File: config.mk
export PLATFORM = sky130hd
export DESIGN_NAME = matrix_column_scanner
export DESIGN_NICKNAME = d
export VERILOG_FILES = /design/src/rtl/matrix_column_scanner.sv
export SDC_FILE = /design/constraint.sdc
export NUM_CORES = 1
export LEC_CHECK = 0
export CORE_ASPECT_RATIO = 0.6
export CORE_MARGIN = 10
export CORE_UTILIZATION = 45
export DETAILED_ROUTE_END_ITERATION = 7
export PLACE_DENSITY_LB_ADDON = 0.15
export SYNTH_ARGS = -nofsm -noshare
export SYNTH_HDL_FRONTEND = slang
export SYNTH_SLANG_ARGS = --single-unit
File: constraint.sdc
create_clock -name clock -period 5.9 [get_ports clock]
set_clock_uncertainty 0.2 [all_clocks]
set_input_delay 0.885 -clock clock [delete_from_list [all_inputs] [get_ports clock]]
set_output_delay 0.885 -clock clock [all_outputs]
set_load 0.1 [all_outputs]
File: src/rtl/matrix_column_scanner.sv
// ---------------------------------------------------------------------------
// matrix_column_scanner
//
// Purpose:
//   Time-multiplexing scan controller for a 5x7 LED status matrix. Once per
//   frame it takes a snapshot of the five column patterns and the display
//   state. It then drives one column at a time, in the order 4,3,2,1,0.
//   Each column slot is DWELL_CYCLES long and starts with BLANK_CYCLES of
//   all-off time to suppress ghosting. While the captured display state is
//   "error" (3'b010), the whole image blinks. Each half-period of the blink
//   is BLINK_FRAMES frames long.
//
// Ports:
//   clock          in   1  system clock, rising edge
//   reset_n        in   1  asynchronous active-low reset
//   enable         in   1  scan enable; low returns to idle and blanks
//   column_4..0    in   7  per-column LED pattern, 1 = lit
//   state          in   3  display state code, 3'b010 = error
//   column_enable  out  5  one-hot active-high column drive
//   row_n          out  7  active-low row drive
//   frame_done     out  1  pulse on the last cycle of every frame
//   scanning       out  1  high while the scan FSM is in SCAN
// ---------------------------------------------------------------------------
module matrix_column_scanner #(
  parameter int DWELL_CYCLES = 50000,
  parameter int BLANK_CYCLES = 500,
  parameter int BLINK_FRAMES = 100
) (
  input  logic       clock,
  input  logic       reset_n,
  input  logic       enable,
  input  logic [6:0] column_4,
  input  logic [6:0] column_3,
  input  logic [6:0] column_2,
  input  logic [6:0] column_1,
  input  logic [6:0] column_0,
  input  logic [2:0] state,
  output logic [4:0] column_enable,
  output logic [6:0] row_n,
  output logic       frame_done,
  output logic       scanning
);

  localparam int TICK_W  = (DWELL_CYCLES > 1) ? $clog2(DWELL_CYCLES) : 1;
  localparam int BLINK_W = (BLINK_FRAMES > 1) ? $clog2(BLINK_FRAMES) : 1;

  localparam logic [TICK_W-1:0]  TICK_MAX   = TICK_W'(DWELL_CYCLES - 1);
  localparam logic [TICK_W-1:0]  TICK_BLANK = TICK_W'(BLANK_CYCLES);
  localparam logic [BLINK_W-1:0] BLINK_MAX  = BLINK_W'(BLINK_FRAMES - 1);

  localparam logic [2:0] STATE_ERROR = 3'b010;
  localparam logic [2:0] COL_FIRST   = 3'd4;
  localparam logic [2:0] COL_LAST    = 3'd0;

  localparam logic [1:0] S_IDLE = 2'd0;
  localparam logic [1:0] S_LOAD = 2'd1;
  localparam logic [1:0] S_SCAN = 2'd2;

  // Control state
  logic [1:0]         r_state;
  logic [TICK_W-1:0]  r_tick;
  logic [2:0]         r_column;

  // Frame snapshot
  logic [6:0]         r_snap4;
  logic [6:0]         r_snap3;
  logic [6:0]         r_snap2;
  logic [6:0]         r_snap1;
  logic [6:0]         r_snap0;
  logic [2:0]         r_snapState;

  // Blink tracking
  logic [BLINK_W-1:0] r_blinkCnt;
  logic               r_phaseOn;

  // Registered outputs
  logic [4:0]         r_columnEnable;
  logic [6:0]         r_rowN;
  logic               r_frameDone;
  logic               r_scanning;

  // Next-state values
  logic [1:0]         w_nextState;
  logic [TICK_W-1:0]  w_nextTick;
  logic [2:0]         w_nextColumn;
  logic               w_capture;
  logic               w_frameEnd;

  logic [6:0]         w_nextSnap4;
  logic [6:0]         w_nextSnap3;
  logic [6:0]         w_nextSnap2;
  logic [6:0]         w_nextSnap1;
  logic [6:0]         w_nextSnap0;
  logic [2:0]         w_nextSnapState;

  logic [BLINK_W-1:0] w_nextBlinkCnt;
  logic               w_nextPhaseOn;

  logic [6:0]         w_nextPattern;
  logic [4:0]         w_nextOneHot;
  logic               w_nextVisible;
  logic [4:0]         w_nextColumnEnable;
  logic [6:0]         w_nextRowN;
  logic               w_nextFrameDone;
  logic               w_nextScanning;

  // Scan sequencing. Dropping enable is honoured on any cycle, even in the
  // middle of a slot. The frame-end edge recaptures the inputs directly, with
  // no pass through LOAD, so that every frame is exactly 5*DWELL_CYCLES long.
  always_comb begin
    w_nextState  = r_state;
    w_nextTick   = r_tick;
    w_nextColumn = r_column;
    w_capture    = 1'b0;
    w_frameEnd   = 1'b0;
    case (r_state)
      S_IDLE: begin
        w_nextTick   = '0;
        w_nextColumn = COL_FIRST;
        if (enable) begin
          w_nextState = S_LOAD;
        end
      end
      S_LOAD: begin
        w_nextState  = S_SCAN;
        w_nextTick   = '0;
        w_nextColumn = COL_FIRST;
        w_capture    = 1'b1;
      end
      S_SCAN: begin
        if (!enable) begin
          w_nextState  = S_IDLE;
          w_nextTick   = '0;
          w_nextColumn = COL_FIRST;
        end else if (r_tick == TICK_MAX) begin
          w_nextTick = '0;
          if (r_column == COL_LAST) begin
            w_nextColumn = COL_FIRST;
            w_frameEnd   = 1'b1;
            w_capture    = 1'b1;
          end else begin
            w_nextColumn = r_column - 3'd1;
          end
        end else begin
          w_nextTick = r_tick + TICK_W'(1);
        end
      end
      default: begin
        w_nextState  = S_IDLE;
        w_nextTick   = '0;
        w_nextColumn = COL_FIRST;
      end
    endcase
  end

  always_comb begin
    w_nextSnap4     = w_capture ? column_4 : r_snap4;
    w_nextSnap3     = w_capture ? column_3 : r_snap3;
    w_nextSnap2     = w_capture ? column_2 : r_snap2;
    w_nextSnap1     = w_capture ? column_1 : r_snap1;
    w_nextSnap0     = w_capture ? column_0 : r_snap0;
    w_nextSnapState = w_capture ? state    : r_snapState;
  end

  // Blink phase for the frame that starts after the current edge. A fresh
  // LOAD, a new frame that is not in error, or the first frame of an error
  // run always starts "on" with a cleared count. Only a frame that is
  // continuing an error run advances the count and may toggle the phase.
  always_comb begin
    w_nextBlinkCnt = r_blinkCnt;
    w_nextPhaseOn  = r_phaseOn;
    if (r_state == S_LOAD) begin
      w_nextBlinkCnt = '0;
      w_nextPhaseOn  = 1'b1;
    end else if (w_frameEnd) begin
      if ((state != STATE_ERROR) || (r_snapState != STATE_ERROR)) begin
        w_nextBlinkCnt = '0;
        w_nextPhaseOn  = 1'b1;
      end else if (r_blinkCnt == BLINK_MAX) begin
        w_nextBlinkCnt = '0;
        w_nextPhaseOn  = ~r_phaseOn;
      end else begin
        w_nextBlinkCnt = r_blinkCnt + BLINK_W'(1);
      end
    end else if (r_snapState != STATE_ERROR) begin
      w_nextBlinkCnt = '0;
      w_nextPhaseOn  = 1'b1;
    end
  end

  // The outputs are decoded from next-state values and then registered.
  // Every output pin therefore comes straight from a flop, and the outputs
  // still line up with the FSM cycle they describe.
  always_comb begin
    w_nextPattern = w_nextSnap4;
    w_nextOneHot  = 5'b00000;
    case (w_nextColumn)
      3'd4: begin
        w_nextPattern = w_nextSnap4;
        w_nextOneHot  = 5'b10000;
      end
      3'd3: begin
        w_nextPattern = w_nextSnap3;
        w_nextOneHot  = 5'b01000;
      end
      3'd2: begin
        w_nextPattern = w_nextSnap2;
        w_nextOneHot  = 5'b00100;
      end
      3'd1: begin
        w_nextPattern = w_nextSnap1;
        w_nextOneHot  = 5'b00010;
      end
      3'd0: begin
        w_nextPattern = w_nextSnap0;
        w_nextOneHot  = 5'b00001;
      end
      default: begin
        w_nextPattern = 7'h00;
        w_nextOneHot  = 5'b00000;
      end
    endcase
  end

  always_comb begin
    w_nextVisible      = (w_nextState == S_SCAN) && (w_nextTick >= TICK_BLANK) && w_nextPhaseOn;
    w_nextColumnEnable = w_nextVisible ? w_nextOneHot : 5'b00000;
    w_nextRowN         = w_nextVisible ? ~w_nextPattern : 7'h7F;
    w_nextFrameDone    = (w_nextState == S_SCAN) && (w_nextColumn == COL_LAST) && (w_nextTick == TICK_MAX);
    w_nextScanning     = (w_nextState == S_SCAN);
  end

  always_ff @(posedge clock or negedge reset_n) begin
    if (!reset_n) begin
      r_state        <= S_IDLE;
      r_tick         <= '0;
      r_column       <= COL_FIRST;
      r_snap4        <= 7'h00;
      r_snap3        <= 7'h00;
      r_snap2        <= 7'h00;
      r_snap1        <= 7'h00;
      r_snap0        <= 7'h00;
      r_snapState    <= 3'b000;
      r_blinkCnt     <= '0;
      r_phaseOn      <= 1'b1;
      r_columnEnable <= 5'b00000;
      r_rowN         <= 7'h7F;
      r_frameDone    <= 1'b0;
      r_scanning     <= 1'b0;
    end else begin
      r_state        <= w_nextState;
      r_tick         <= w_nextTick;
      r_column       <= w_nextColumn;
      r_snap4        <= w_nextSnap4;
      r_snap3        <= w_nextSnap3;
      r_snap2        <= w_nextSnap2;
      r_snap1        <= w_nextSnap1;
      r_snap0        <= w_nextSnap0;
      r_snapState    <= w_nextSnapState;
      r_blinkCnt     <= w_nextBlinkCnt;
      r_phaseOn      <= w_nextPhaseOn;
      r_columnEnable <= w_nextColumnEnable;
      r_rowN         <= w_nextRowN;
      r_frameDone    <= w_nextFrameDone;
      r_scanning     <= w_nextScanning;
    end
  end

  assign column_enable = r_columnEnable;
  assign row_n         = r_rowN;
  assign frame_done    = r_frameDone;
  assign scanning      = r_scanning;

endmodule

== Word-level counts from Yosys, hierarchy flattened ==
Index checks and enable logic that the tools add are counted.
Storage, ports and cells
  input port bits: 41
  register bits: 81
Cells by class
  magnitude comparators: 1
  equality and inequality tests: 12
  add/sub/neg operators: 3
  muxes and demuxes: 34
  bitwise operators: 2
  reduce and logical (&&, ||, !) cells: 9
Operator list (number)
  2-to-1 mux 7 bit: 11
  2-to-1 mux 16 bit: 3
  one-hot mux 7 bit (5 select lines): 1
  == test 16 bit, second input constant: 2
  one-hot mux 5 bit (5 select lines): 1
  adder 16 x 1 -> 16 bit, second input constant: 1
  greater-or-equal comparator 16 x 9 -> 1 bit, second input constant: 1
  2-to-1 mux 3 bit: 4
  2-to-1 mux 1 bit: 9
  adder 7 x 1 -> 7 bit, second input constant: 1
  == test 7 bit, second input constant: 1
  inverter 7 bit: 1
  == test 3 x 2 -> 1 bit, second input constant: 2
  zero test 3 bit: 2
  != test 3 x 2 -> 1 bit, second input constant: 2
  one-hot mux 2 bit (3 select lines): 1
  2-to-1 mux 5 bit: 1
  == test 2 bit, second input constant: 2
  logical AND 1 bit: 4
  2-to-1 mux 2 bit: 2
  == test 3 x 1 -> 1 bit, second input constant: 1
  == test 3 bit, second input constant: 1
  nonzero test 3 bit: 1
  subtractor 3 x 1 -> 3 bit, second input constant: 1
  other kinds (5): 5

== Longest topological paths before layout ==
  word-level depth: 9
  gate-level depth with buffers: 12
  gate-level depth less buffers: 8

== Worst setup path after synthesis ==
Ideal clock, no wire load.
  kind: input -> register
  start: input enable
  end: register r_rowN[0] (netlist: row_n[0])
  cell stages on the path: 10
  required time: 5619 ps
  setup slack: 3062 ps
  data arrival time: 2557 ps
  path buffers: 4
  cells stage by stage: and3b_1 clkbuf_1 and3_1 a22o_1 buf_2 buf_4 buf_4 mux2i_1 o221ai_1 a32oi_1
Between the ends
  longest elaborated chain between the ends: 6
RTL lines
  from (decl): RTL line 31  | input logic enable,
  2-to-1 mux 16 bit (tied with other cells): RTL line 131  | if (!enable) begin
  2-to-1 mux 16 bit (tied with other cells): RTL line 116  | case (r_state)
  greater-or-equal comparator 16 x 9 -> 1 bit (tied with other cells): RTL line 226  | w_nextVisible = (w_nextState == S_SCAN) && (w_nextTick >= TICK_BLANK) && w_nextPhaseOn;
  logical AND 1 bit (tied with other cells): RTL line 226
  logical AND 1 bit / inverter 7 bit (equally long branches): RTL line 226, 228
  2-to-1 mux 7 bit *: RTL line 228  | w_nextRowN = w_nextVisible ? ~w_nextPattern : 7'h7F;
  via w_nextRowN[0]: RTL line 103  | logic [6:0] w_nextRowN;
  to (signal assigned): RTL line 263  | r_rowN <= w_nextRowN;
  to (decl): RTL line 78  | logic [6:0] r_rowN;
Mark *: on every way through the listed nets, which the timed path passes. The rest lies on a longest branch.
A chain may end at the register's enable or synchronous reset.

== Worst setup path after layout ==
  start: input enable
  end: register r_rowN[1] (netlist: row_n[1])
Same word-level chain as after synthesis.

==> impl_metrics.toml <==
[floorplanning]
initial_core_util = 0.4663
pin_count = 55
dieWidth_um = 146.7
rows = 27
core_area_um2 = 9290
dieHeight_um = 96.00
die_area_um2 = 14080

[critical_path]
cp.arrival_ns = 4.15
worst_path_max_delay_cell = "a22o_1"
cpLargestDelayFamily = "compound AO/OA/AOI/OAI gates"
critPathLaunchType = "input pin"
worstSetupEndpointType = "flip-flop"
cp.required_ns = 5.94
critPathMaxStageDelay_ns = 0.87
worstPathCellList = "clkdlybuf4s50_1, and3b_1, buf_4, and3_1, a22o_1, buf_4, mux2i_1, o221ai_1, a32oi_1"
worstSetupPathType = "input pin to flip-flop"
crit_top_cell = "buf_4"
critPathMaxFanout = 23
cp.buffers_inverters = 3

[yosys]
synth_edf_count = 0
synth_area_um2 = 4332
ys_warn_count = 0
ys_ff_latch = 81
syn_nets = 489
ys_seq_area_frac = 0.4705
synth_area_per_cell_um2 = 9.800
ys_types = 60
synthCells = 442
ys_async_sr_fraction = 1.000
ys.flop_type = "dfrtp_1"

[pwr]
powerDensity_nw_per_um2 = 348.1
p_seq_frac = 0.410
switching_share = 0.3246
power.switching_mw = 0.5931
pwr-share-comb = 0.301
clockPowerShare = 0.289
worst_ir_drop_vdd_uv = 229.0
internal-power_mw = 1.234
p_leak_nw = 2.100

[cts]
numCtsBuffers = 9
ctsRootBufferMaster = "clkbuf_16"
ctsResizeCount = 0
clk_pin_slew_ns = 0.06
post_cts_buffers = 0
htreeDepth = 3
cts_tree = "built"
clk-insertion-delay-late_ns = 0.34
clock_path_buffers = 2
cts_hold_buf = 0
cts_sinks = 81

[finish]
design_area_um2 = 5249
drive_above_1_share = 0.1339
nNetsFinal = 535
n_fill_cell = 833
antennaDiodeCount = 0
syn2layout_area_growth_pct = 21.17

[timing]
tns_ns = 0
setup_viol = 0
worstMarginPinSlew_ns = 1.048
period_minus_slack_ns = 4.112
max_freq_ghz = 0.2432
slew_violations = 0
slew_headroom = 0.3016
finalHoldViolCount = 0
hold_slack_ns = 0.2785
rsz0062_at_grt = "false"
period_share = 0.6969

[detailed_routing]
drt_iter0_markers = 337
vias = 3457
wire_per_inst_um = 17.66
ant_nets = 0
avgViaCountPerCell = 5.549
wl_mm = 11.01
drcViolationCount = 0
dr.pass1.iters = 5

[grt]
grt_max_degree = 82
grt_pass1_wl_mm = 18.24
grt.total_usage = 0.1621
overflow = 0
antenna_found_initial = 0
grt_pass1_vias = 3282

[place]
place_congestion = 0.8383
post-dp-hpwl_mm = 7.803
port_buffers = 54
placed_area_um2 = 4966

[outcome]
status = "complete, no violations"

[hold_path]
min_path_type = "flip-flop to flip-flop"

[run]
cap_violations = 0
-- per-stage QoR --
| stage | total power [mW] | setup WS (ns) | utilization | instances |
|---|---|---|---|---|
| 2_1_floorplan | 1.161 | 3.062 | - | 442 |
| 3_5_place_dp | 1.306 | 1.493 | 0.5345 | 607 |
| 6_report | 1.827 | 1.788 | 0.5650 | 623 |
| 5_1_grt | 1.948 | 1.519 | 0.5650 | 623 |
| 4_1_cts | 1.843 | 1.833 | 0.5650 | 623 |
| 3_3_place_gp | 1.289 | 1.587 | 0.5345 | 607 |
-- cell usage after synthesis, types with 2 or more instances --
cell       count  area (um2)
o22ai_1        7       43.79
nor4b_1        2       17.52
nand2_1       34       127.6
dfrtp_1       72        1802
a31oi_1        3       18.77
and3_1         5       31.28
buf_2          7       35.03
or4_1          4       30.03
nor2b_1        4       25.02
nor2_1        27       101.4
and3b_1        2       17.52
nand4b_1       3       26.28
or3b_2         2       17.52
o21ai_0       24       120.1
nand3b_1       5       37.54
o2bb2ai_1      6       52.55
inv_1         23       86.33
a21oi_1       18       90.09
xor2_1         9       78.83
ha_1           6       75.07
and2_1         4       25.02
o211ai_1       6       45.04
nor3b_1        3       22.52
mux2_2        13       146.4
o31ai_1        7       52.55
nand3_1       22       110.1
a32oi_1        4       35.03
buf_4          2       15.01
xnor2_1        9       78.83
or3_1          6       37.54
nor4_1         2       12.51
nor3_1        11       55.05
or2_2         10       62.56
o221ai_1       4       35.03
nand4_1       15       93.84
clkbuf_1      14       52.55
mux2i_1       16       160.2
dfstp_2        9       236.5
-- final timing paths --
kind                       startpoint             to  slack, ns  depth (start not counted)
min reg2reg                r_snap1[0]     r_snap1[0]       0.28                          2
max                            enable       row_n[1]       1.79                          9
min in group asynchronous     reset_n  r_blinkCnt[4]       0.51                          1
min                        r_snap1[0]     r_snap1[0]       0.28                          2
max in group asynchronous     reset_n     r_snap4[0]       4.29                          1
max reg2reg                r_state[0]       row_n[1]       2.03                          8
-- flip-flops by register name, summed over array words and instances (netlist names) --
register and count:
r_tick 16, r_blinkCnt 7, r_snap0 7, r_snap1 7
r_snap2 7, r_snap3 7, r_snap4 7, row_n 7
column_enable 5, r_column 3, r_snapState 3, r_state 2
frame_done 1, r_phaseOn 1, scanning 1
-- worst register-to-register path: stages (launching register included) --
cell      delay (ns)
dfrtp_1         0.41
inv_1           0.09
ha_1            0.73
and3_1          0.50
a22o_1          0.87
buf_4           0.32
mux2i_1         0.24
o221ai_1        0.15
a32oi_1         0.26
-- logic make-up (layout without fill, tap and decap cells) --
family	count (synthesis)	after routing	synth area share
flops	81	81	0.4705
buf+inv	48	99	0.04708
fa+ha+maj	6	6	0.01733
mux	29	29	0.07077
compound gates	91	91	0.1439
simple gates	169	169	0.2140
xor+xnor	18	18	0.03640
-- power groups by stage --
| stage | Combinational [mW] | Clock, mW | Sequential (mW) |
|---|---|---|---|
| after floorplan | 0.403 | 0 | 0.759 |
| after global placement | 0.534 | 0 | 0.755 |
| after detailed placement | 0.548 | 0 | 0.758 |
| after CTS | 0.551 | 0.542 | 0.749 |
| after global routing | 0.618 | 0.569 | 0.761 |
| final | 0.550 | 0.529 | 0.748 |
-- layout by cell type (no fill, tap or decap), types with 2 or more instances in the layout --
cell type,instances
nand4_1,15
xor2_1,9
mux2i_1,16
inv_1,23
a21oi_1,18
and3b_1,2
or2_2,10
a31oi_1,3
nor3_1,11
a32oi_1,4
xnor2_1,9
clkdlybuf4s50_1,53
or4_1,4
nand3b_1,5
or3_1,6
nand3_1,22
dfrtp_1,72
nor4b_1,2
o31ai_1,7
nor3b_1,3
and3_1,5
clkbuf_16,9
dfstp_2,9
o211ai_1,6
mux2_2,13
clkinvlp_4,3
ha_1,6
nand4b_1,3
buf_4,7
o221ai_1,4
nor2_1,27
nand2_1,34
o22ai_1,7
or3b_2,2
o21ai_0,24
and2_1,4
nor2b_1,4
o2bb2ai_1,6
-- layer usage --
metal	up-vias	GRT usage	part of all wire
li1	1692	-	-
met1	1654	0.2523	0.55
met2	100	0.2023	0.38
met3	11	0.05340	0.066
met4	0	0.04229	0.0080
met5	-	0	0
-- final cells by class --
class	count	area, um2	share of cell area
multi-input cells	313	2096	0.3993
flip-flops and latches	81	2038	0.3883
repair buffers	60	583.1	0.1111
clock buffers	11	242.7	0.04625
well taps	130	162.7	0.03099
inverters	23	86.33	0.01645
clock inverters	5	40.04	0.007628
Note: power is estimated with default switching activity, not from simulation.
